`src/rtl/vargen_timer.sv`:
```
// Memory-mapped 32-bit prescaled timer with compare match, one-shot/auto-reload
// modes and a sticky match flag on the picorv32-style iomem bus.
module vargen_timer #(
    parameter logic [31:0] BASE_ADDR  = 32'h0200_0000,
    parameter int unsigned PRESCALE_W = 16
) (
    input  logic        clk,
    input  logic        resetn,
    input  logic        iomem_valid,
    output logic        iomem_ready,
    input  logic [3:0]  iomem_wstrb,
    input  logic [31:0] iomem_addr,
    input  logic [31:0] iomem_wdata,
    output logic [31:0] iomem_rdata,
    output logic        irq_out
);

    typedef enum logic [2:0] {
        REG_CTRL     = 3'd0,
        REG_PRESCALE = 3'd1,
        REG_COMPARE  = 3'd2,
        REG_COUNT    = 3'd3,
        REG_STATUS   = 3'd4
    } reg_off_e;

    localparam int unsigned CTRL_EN   = 0;
    localparam int unsigned CTRL_AUTO = 1;
    localparam int unsigned CTRL_IRQ  = 2;

    logic                  ready_q;
    logic [31:0]           rdata_q, rdata_d;
    logic [2:0]            ctrl_q, ctrl_d;
    logic [PRESCALE_W-1:0] presc_q, presc_d;
    logic [PRESCALE_W-1:0] pcnt_q, pcnt_d;
    logic [31:0]           cmp_q, cmp_d;
    logic [31:0]           count_q, count_d;
    logic                  match_q, match_d;

    logic                  hit;
    logic                  wr_en;
    logic [2:0]            reg_off;
    logic                  tick;
    logic                  at_compare;
    logic                  match_set;
    logic                  match_clr;
    logic [31:0]           presc_ext;
    logic [31:0]           presc_merged;
    logic                  unused_addr_bits;

    function automatic logic [31:0] merge_bytes(
        input logic [31:0] old_val,
        input logic [31:0] wdata,
        input logic [3:0]  strb
    );
        logic [31:0] res;
        res = old_val;
        for (int unsigned b = 0; b < 4; b++) begin
            if (strb[b]) begin
                res[8*b +: 8] = wdata[8*b +: 8];
            end
        end
        return res;
    endfunction

    assign hit              = iomem_valid && !ready_q && (iomem_addr[31:5] == BASE_ADDR[31:5]);
    assign wr_en            = hit && (iomem_wstrb != 4'b0000);
    assign reg_off          = iomem_addr[4:2];
    assign unused_addr_bits = ^iomem_addr[1:0];

    always_comb begin
        presc_ext                   = '0;
        presc_ext[PRESCALE_W-1:0]   = presc_q;
    end

    assign presc_merged = merge_bytes(presc_ext, iomem_wdata, iomem_wstrb);

    assign tick       = ctrl_q[CTRL_EN] && (pcnt_q == presc_q);
    assign at_compare = (count_q == cmp_q);
    assign match_set  = tick && at_compare;
    assign match_clr  = wr_en && (reg_off == REG_STATUS) && iomem_wstrb[0] && iomem_wdata[0];

    // Read data is captured in the hit cycle, before that cycle's write lands.
    always_comb begin
        rdata_d = '0;
        if (hit) begin
            case (reg_off)
                REG_CTRL:     rdata_d = {29'd0, ctrl_q};
                REG_PRESCALE: rdata_d = presc_ext;
                REG_COMPARE:  rdata_d = cmp_q;
                REG_COUNT:    rdata_d = count_q;
                REG_STATUS:   rdata_d = {31'd0, match_q};
                default:      rdata_d = '0;
            endcase
        end
    end

    // Timer evolution first, then software writes override it.
    always_comb begin
        ctrl_d  = ctrl_q;
        presc_d = presc_q;
        pcnt_d  = pcnt_q;
        cmp_d   = cmp_q;
        count_d = count_q;

        if (ctrl_q[CTRL_EN]) begin
            pcnt_d = tick ? '0 : pcnt_q + PRESCALE_W'(1);
        end

        if (tick) begin
            if (at_compare) begin
                if (ctrl_q[CTRL_AUTO]) begin
                    count_d = '0;
                end else begin
                    ctrl_d[CTRL_EN] = 1'b0;
                end
            end else begin
                count_d = count_q + 32'd1;
            end
        end

        if (wr_en) begin
            case (reg_off)
                REG_CTRL: begin
                    if (iomem_wstrb[0]) begin
                        ctrl_d = iomem_wdata[2:0];
                        if (iomem_wdata[CTRL_EN] && !ctrl_q[CTRL_EN]) begin
                            pcnt_d = '0;
                        end
                    end
                end
                REG_PRESCALE: begin
                    presc_d = presc_merged[PRESCALE_W-1:0];
                    pcnt_d  = '0;
                end
                REG_COMPARE: begin
                    cmp_d = merge_bytes(cmp_q, iomem_wdata, iomem_wstrb);
                end
                REG_COUNT: begin
                    count_d = merge_bytes(count_q, iomem_wdata, iomem_wstrb);
                    pcnt_d  = '0;
                end
                default: begin
                end
            endcase
        end
    end

    // A match event in the same cycle as a W1C leaves the flag set.
    assign match_d = (match_q && !match_clr) || match_set;

    always_ff @(posedge clk or negedge resetn) begin
        if (!resetn) begin
            ready_q <= 1'b0;
            rdata_q <= '0;
            ctrl_q  <= '0;
            presc_q <= '0;
            pcnt_q  <= '0;
            cmp_q   <= '0;
            count_q <= '0;
            match_q <= 1'b0;
        end else begin
            ready_q <= hit;
            rdata_q <= rdata_d;
            ctrl_q  <= ctrl_d;
            presc_q <= presc_d;
            pcnt_q  <= pcnt_d;
            cmp_q   <= cmp_d;
            count_q <= count_d;
            match_q <= match_d;
        end
    end

    assign iomem_ready = ready_q;
    assign iomem_rdata = rdata_q;
    assign irq_out     = match_q && ctrl_q[CTRL_IRQ];

endmodule

```
`config.mk`:
```
export PLATFORM = sky130hd
export DESIGN_NAME = vargen_timer
export DESIGN_NICKNAME = d
export VERILOG_FILES = /design/src/rtl/vargen_timer.sv
export SDC_FILE = /design/constraint.sdc
export NUM_CORES = 1
export LEC_CHECK = 0
export ABC_AREA = 1
export BUFFER_PORTS_ARGS = -buffer_cell sky130_fd_sc_hd__buf_4
export CORE_MARGIN = 8
export CORE_UTILIZATION = 35
export DETAILED_ROUTE_END_ITERATION = 10
export GPL_ROUTABILITY_DRIVEN = 0
export PLACE_DENSITY = 0.58
export SETUP_SLACK_MARGIN = 0.1
export SYNTH_ARGS = -nofsm -noshare
export SYNTH_HDL_FRONTEND = slang
export SYNTH_SLANG_ARGS = --single-unit
```
`constraint.sdc`:
```
create_clock -name clk -period 5.2 [get_ports clk]
set_clock_uncertainty 0.1 [all_clocks]
set_input_delay 0.26 -clock clk [delete_from_list [all_inputs] [get_ports clk]]
set_output_delay 0.26 -clock clk [all_outputs]
set_load 0.01 [all_outputs]
```
==> results_dict.tcl, run 1 <==
set metrics [dict create \
    outcome "finished, final reports clean" \
    clock-sinks 133 \
    clockBufferDepth 2 \
    fmax_mhz 345 \
    synth_edf_count 0 \
    syn_inst 1287 \
    seq_area_frac_synth_pct 38.7 \
    ctsHoldBuffers 9 \
    r2r_end "count_q[28]" \
    min_to "count_q[2]" \
    numCtsBuffers 17 \
    grt_pass1_wl_um 44200 \
    ys_seq_elements 133 \
    synthFlopType "dfrtp_1" \
    ir_worst_vdd_uv 151 \
    layout-drive-gt1-share_pct 14.1 \
    cts_tree "yes" \
    synth-simple-area-share_pct 38.6 \
    area_growth_pct 20.8 \
    setup_viol 0 \
    cts-htree-levels 4 \
    crit_top_cell "nand2_1" \
    startpoint_type "flop" \
    r2r_setup_slack_ps 2300 \
    start_util_pct 35.4 \
    slew_viol_final 0 \
    synthXorXnorAreaFrac_pct 2.65 \
    viasPerCell 4.92 \
    r2r_cells 11 \
    clk_pin_slew_ps 60 \
    die_h_um 173 \
    place_inst 1680 \
    grtUsageTotal_pct 18.3 \
    diodes 0 \
    synthesis.area_um2 8590 \
    postCtsResizedCells 0 \
    ant_nets 0 \
    critPathSlowestCell "inv_2" \
    synth.yosys.warnings 0 \
    leakagePower_uw 0.00516 \
    hp-start "iomem_wdata[2]" \
    end_kind "flop" \
    wirelength_um 27200 \
    synth_area_leaders "dfrtp_1 39%, nand2_1 19%, inv_1 6.9%" \
    drt_iter0_drc 587 \
    synth_top_family_by_area "simple AND/OR/NAND/NOR gates" \
    cts_root_buf "clkbuf_16" \
    grt_pass1_vias 8135 \
    place.port_buffers 102 \
    maxCapViolations 0 \
    finalHoldViolations 0 \
    cts_setup_buffers 0 \
    synth_fa_ha_area_share_pct 0.291 \
    muxShareOfSynthArea_pct 1.09 \
    synth_compound_area_share_pct 8.81 \
    fin_cells 1720 \
    detail_route.drc_violations 0 \
    num_vias 8454 \
    synth_top_area_share_pct 38.7 \
    holdCritPathClass "in -> reg" \
    synth.most_common_cell "nand2_1" \
    antenna_found_initial 0 \
    final_nets 1457 \
    crit_chain "nor2_2 > inv_2 > nor2_1 > nand2_1 > nor2_4 > nand3_4 > inv_2 > nand2_1 > nand3_1 > nand2_1 > nand2_1" \
    worst_path_largest_cell_delay_ps 530 \
    power_density_nw_per_um2 242 \
    path_class "reg -> reg" \
    yosys.cell_types.count 46 \
    routedWlPerCell_um 15.8 \
    place_area_um2 9640 \
    synth_area_leader_cell "dfrtp_1" \
    async_reset_ff_share_pct 100 \
    cp_max_fo 37 \
    num_io_pins 105 \
    rows 57 \
    fin_tns_setup_ps 0 \
    dr.pass1.iters 5 \
    avgSynthCellArea_um2 6.68 \
    worst_pin_slew_ps 1040 \
    required_ps 5460 \
    hold_depth 3 \
    syn_nets 1360 \
    core_area_um2 24200 \
    rr_startpoint "iomem_ready" \
    grt_max_degree 74 \
    fin_crit_sh_pct 55.7 \
    arrival_ps 3160 \
    rsz0062_at_grt "false" \
    dp_hpwl_um 20200 \
    dieWidth_um 173 \
    design_area_um2 10400 \
    gr-total-overflow 0 \
    fin_crit_ps 2900 \
    die_area_um2 29800 \
    slew_headroom_pct 30.0 \
    clk_latency_ps 430 \
    yosys-top-cells-count "443 x nand2_1, 158 x inv_1, 152 x nor2_1" \
]
[placed cells by master (no fill, tap or decap), types with 5 or more instances in the layout]
cell type,count
nand4_1,18
nand3_2,8
xnor2_1,13
bufinv_16,5
a21oi_1,18
nor3_1,25
nor2_1,152
a31oi_1,18
nand2_2,7
nand2_1,443
clkbuf_16,17
clkinvlp_4,5
a22oi_1,16
nor4_1,5
o21ai_0,61
dlygate4sd3_1,9
xor2_1,13
inv_1,158
inv_2,17
buf_4,107
nand3_1,91
dfrtp_1,133
[state kept, by name, summed over array words and instances (netlist names)]
| register | flops |
|---|---|
| pcnt_q | 16 |
| iomem_ready | 1 |
| ctrl_q | 3 |
| match_q | 1 |
| cmp_q | 32 |
| presc_q | 16 |
| iomem_rdata | 32 |
| count_q | 32 |
[stage by stage]
step	hold slack [ps]	worst slack, ps	total power (uW)	utilization [%]
final	5.38	2300	2510	42.8
after CTS	0.732	2300	2530	42.8
after floorplan	-136	3310	1080	-
after global placement	245	2020	1170	39.7
after detailed placement	246	1980	1170	39.7
after global routing	10.7	2110	2590	42.8
[worst max-delay path by stage]
stage	from	to	slack [ps]	cells past startpoint
after floorplan	iomem_ready	cmp_q[24]	3310	10
after global placement	iomem_addr[4]	count_q[28]	2020	11
after detailed placement	iomem_addr[4]	count_q[28]	1980	11
after CTS	iomem_ready	count_q[28]	2300	11
after global routing	iomem_ready	count_q[28]	2110	11
final	iomem_ready	count_q[28]	2300	11
[critical path, delay by kind of cell, from the launching register on]
family	cells	cell delay, ps
flip-flops	1	380
buffers and inverters	2	570
AND/OR/NAND/NOR	9	1750
[logic make-up (layout without fill, tap and decap cells)]
group | count (synthesis) | after routing
AO/OA/AOI/OAI | 131 | 131
XOR/XNOR | 26 | 26
adder cells (fa/ha/maj) | 2 | 2
buffers and inverters | 215 | 324
flip-flops | 133 | 133
multiplexers | 7 | 7
AND/OR/NAND/NOR | 773 | 773
[routing by layer]
metal,wire (um),vias to the layer above,track usage [%]
met2,12300,281,28.9
met3,1670,34,3.35
met1,12800,3877,25.0
met4,468,0,5.46
li1,-,4262,-
met5,0,-,0
[final cells by class]
class | instances | area (um2)
fillers | 2588 | 13900
multi-input cells | 939 | 4430
well taps | 324 | 405
clock inverters | 12 | 201
inverters | 176 | 661
flip-flops and latches | 133 | 3330
repair buffers | 117 | 905
clock buffers | 19 | 453
[power breakdown]
group	internal [uW]	switching (uW)
Clock	874	484
Sequential	1040	0.0000345
Combinational	47.0	71.8
Power figures use the tool's default switching activity.
==> run 2: changes to the inputs <==
==> constraint.sdc (replaced) <==
create_clock -name clk -period 2.8 [get_ports clk]
set_clock_uncertainty 0.1 [all_clocks]
set_input_delay 0.14 -clock clk [delete_from_list [all_inputs] [get_ports clk]]
set_output_delay 0.14 -clock clk [all_outputs]
set_load 0.01 [all_outputs]
==> run 2 against run 1 <==
Compared with the run above: sequential share of layout area shrank 0.99 points; worst hold slack gained 9.7 ps; die area is the same; critical endpoint is now cmp_q[24]; highest routed layer unchanged.
==> results_dict.tcl, run 2 (synthesized netlist as in run 1, its figures left out) <==
set metrics [dict create \
    drt_iter0_drc 706 \
    r2r_setup_slack_ps 390 \
    cts_tree "yes" \
    worst_pin_slew_ps 635 \
    final_common_cell "nand2_1" \
    maxCapViolations 0 \
    leakagePower_uw 0.00533 \
    grt_pass1_wl_um 45000 \
    grt_max_degree 62 \
    fmax_mhz 412 \
    dr.pass1.iters 5 \
    start_util_pct 35.4 \
    routedWlPerCell_um 15.7 \
    fin_crit_sh_pct 86.8 \
    arrival_ps 2640 \
    rows 57 \
    diodes 0 \
    clk_latency_ps 430 \
    regArea_um2 3330 \
    grtUsageTotal_pct 18.5 \
    core_area_um2 24200 \
    ant_nets 0 \
    setup_viol 0 \
    rr_startpoint "iomem_ready" \
    pre_cts_ws_ps 324 \
    area_growth_pct 24.6 \
    fin_tns_setup_ps 0 \
    slew_viol_final 0 \
    place.port_buffers 102 \
    r2r_cells 12 \
    grt_pass1_vias 8292 \
    viasPerCell 4.89 \
    antenna_found_initial 0 \
    ir_worst_vdd_uv 381 \
    numCtsBuffers 17 \
    die_h_um 173 \
    crit_path_end "cmp_q[24]" \
    rsz0062_at_grt "false" \
    dp_hpwl_um 20600 \
    cts_root_buf "clkbuf_16" \
    fillCellCount 2497 \
    multiInputGateArea_um2 4430 \
    clk_pin_slew_ps 60 \
    layout-drive-gt1-share_pct 14.8 \
    r2r_end "count_q[28]" \
    post-route-util_pct 44.2 \
    cts-htree-levels 4 \
    finalHoldViolations 0 \
    cp_max_fo 11 \
    path_class "in -> reg" \
    end_kind "flop" \
    clock-sinks 133 \
    required_ps 3010 \
    layout_common_cells "443 x nand2_1, 158 x inv_1, 152 x nor2_1" \
    startpoint "iomem_wstrb[2]" \
    startpoint_type "input pin" \
    outcome "finished, final reports clean" \
    die_area_um2 29800 \
    detail_route.drc_violations 0 \
    num_io_pins 105 \
    power_density_nw_per_um2 422 \
    num_vias 8611 \
    wirelength_um 27700 \
    gr-total-overflow 0 \
    holdCritPathClass "in -> reg" \
    final_nets 1497 \
    slew_headroom_pct 57.6 \
    clockBufferDepth 2 \
    dieWidth_um 173 \
    fin_crit_ps 2430 \
    power.total_uw 4520 \
    worst_slack_ps 370 \
]
-- run 2: cell types whose count changed in the layout (fill, tap and decap cells not counted), moves of 2 or more --
cell / delta
clkinv_4: +2
bufinv_16: -2
clkinv_2: +3
buf_4: +13
dlygate4sd3_1: +26
-- run 2: repair_timing --
action	in CTS	in global routing
endpoints found under the setup margin	0	3
hold buffers	35	0
gates resized for setup	0	1
buffers inserted	0	0
endpoints found under the hold margin	128	0
-- run 2: per-layer routing --
| layer | GRT usage (%) | up-vias | part of all wire [%] |
|---|---|---|---|
| met2 | 29.1 | 252 | 45 |
| met1 | 25.4 | 3999 | 48 |
| met5 | 0 | - | 0 |
| met3 | 3.62 | 35 | 5.2 |
| met4 | 5.21 | 0 | 1.9 |
| li1 | - | 4325 | - |
-- run 2: worst max-delay path: stages --
cell	delay, ps
dlygate4sd3_1	540
buf_4	140
clkinv_1	270
nand4_1	400
nand2_2	260
inv_1	200
nand3_2	290
mux2_4	390
-- run 2: where the power goes --
group          internal [uW]  switching, uW
logic                    116            140
registers               1920      0.0000634
clock network           1420            920
total                   3460           1060
-- run 2: worst min-delay path by stage --
stage,from,cells past startpoint,endpoint
after global routing,iomem_addr[4],4,match_q
after global placement,resetn,1,presc_q[4]
after detailed placement,resetn,1,presc_q[3]
after CTS,iomem_addr[4],4,match_q
after floorplan,resetn,0,cmp_q[0]
final,iomem_addr[4],4,match_q
-- run 2: final cells by class --
type / instances / share of cell area (%)
multi-input combinational: 939 / 41.4
inverter: 176 / 6.17
timing repair buffer: 157 / 12.0
tap: 324 / 3.79
clock inverter: 13 / 1.47
sequential: 133 / 31.1
clock buffer: 19 / 4.14
-- run 2: metrics by stage --
stage	hold slack (ps)	area, um2	cells
global placement	66.7	9750	1694
finish	15.1	10700	1761
CTS	1.99	10700	1761
detailed placement	73.7	9750	1694
global route	26.5	10700	1761
floorplan	-256	8590	1287
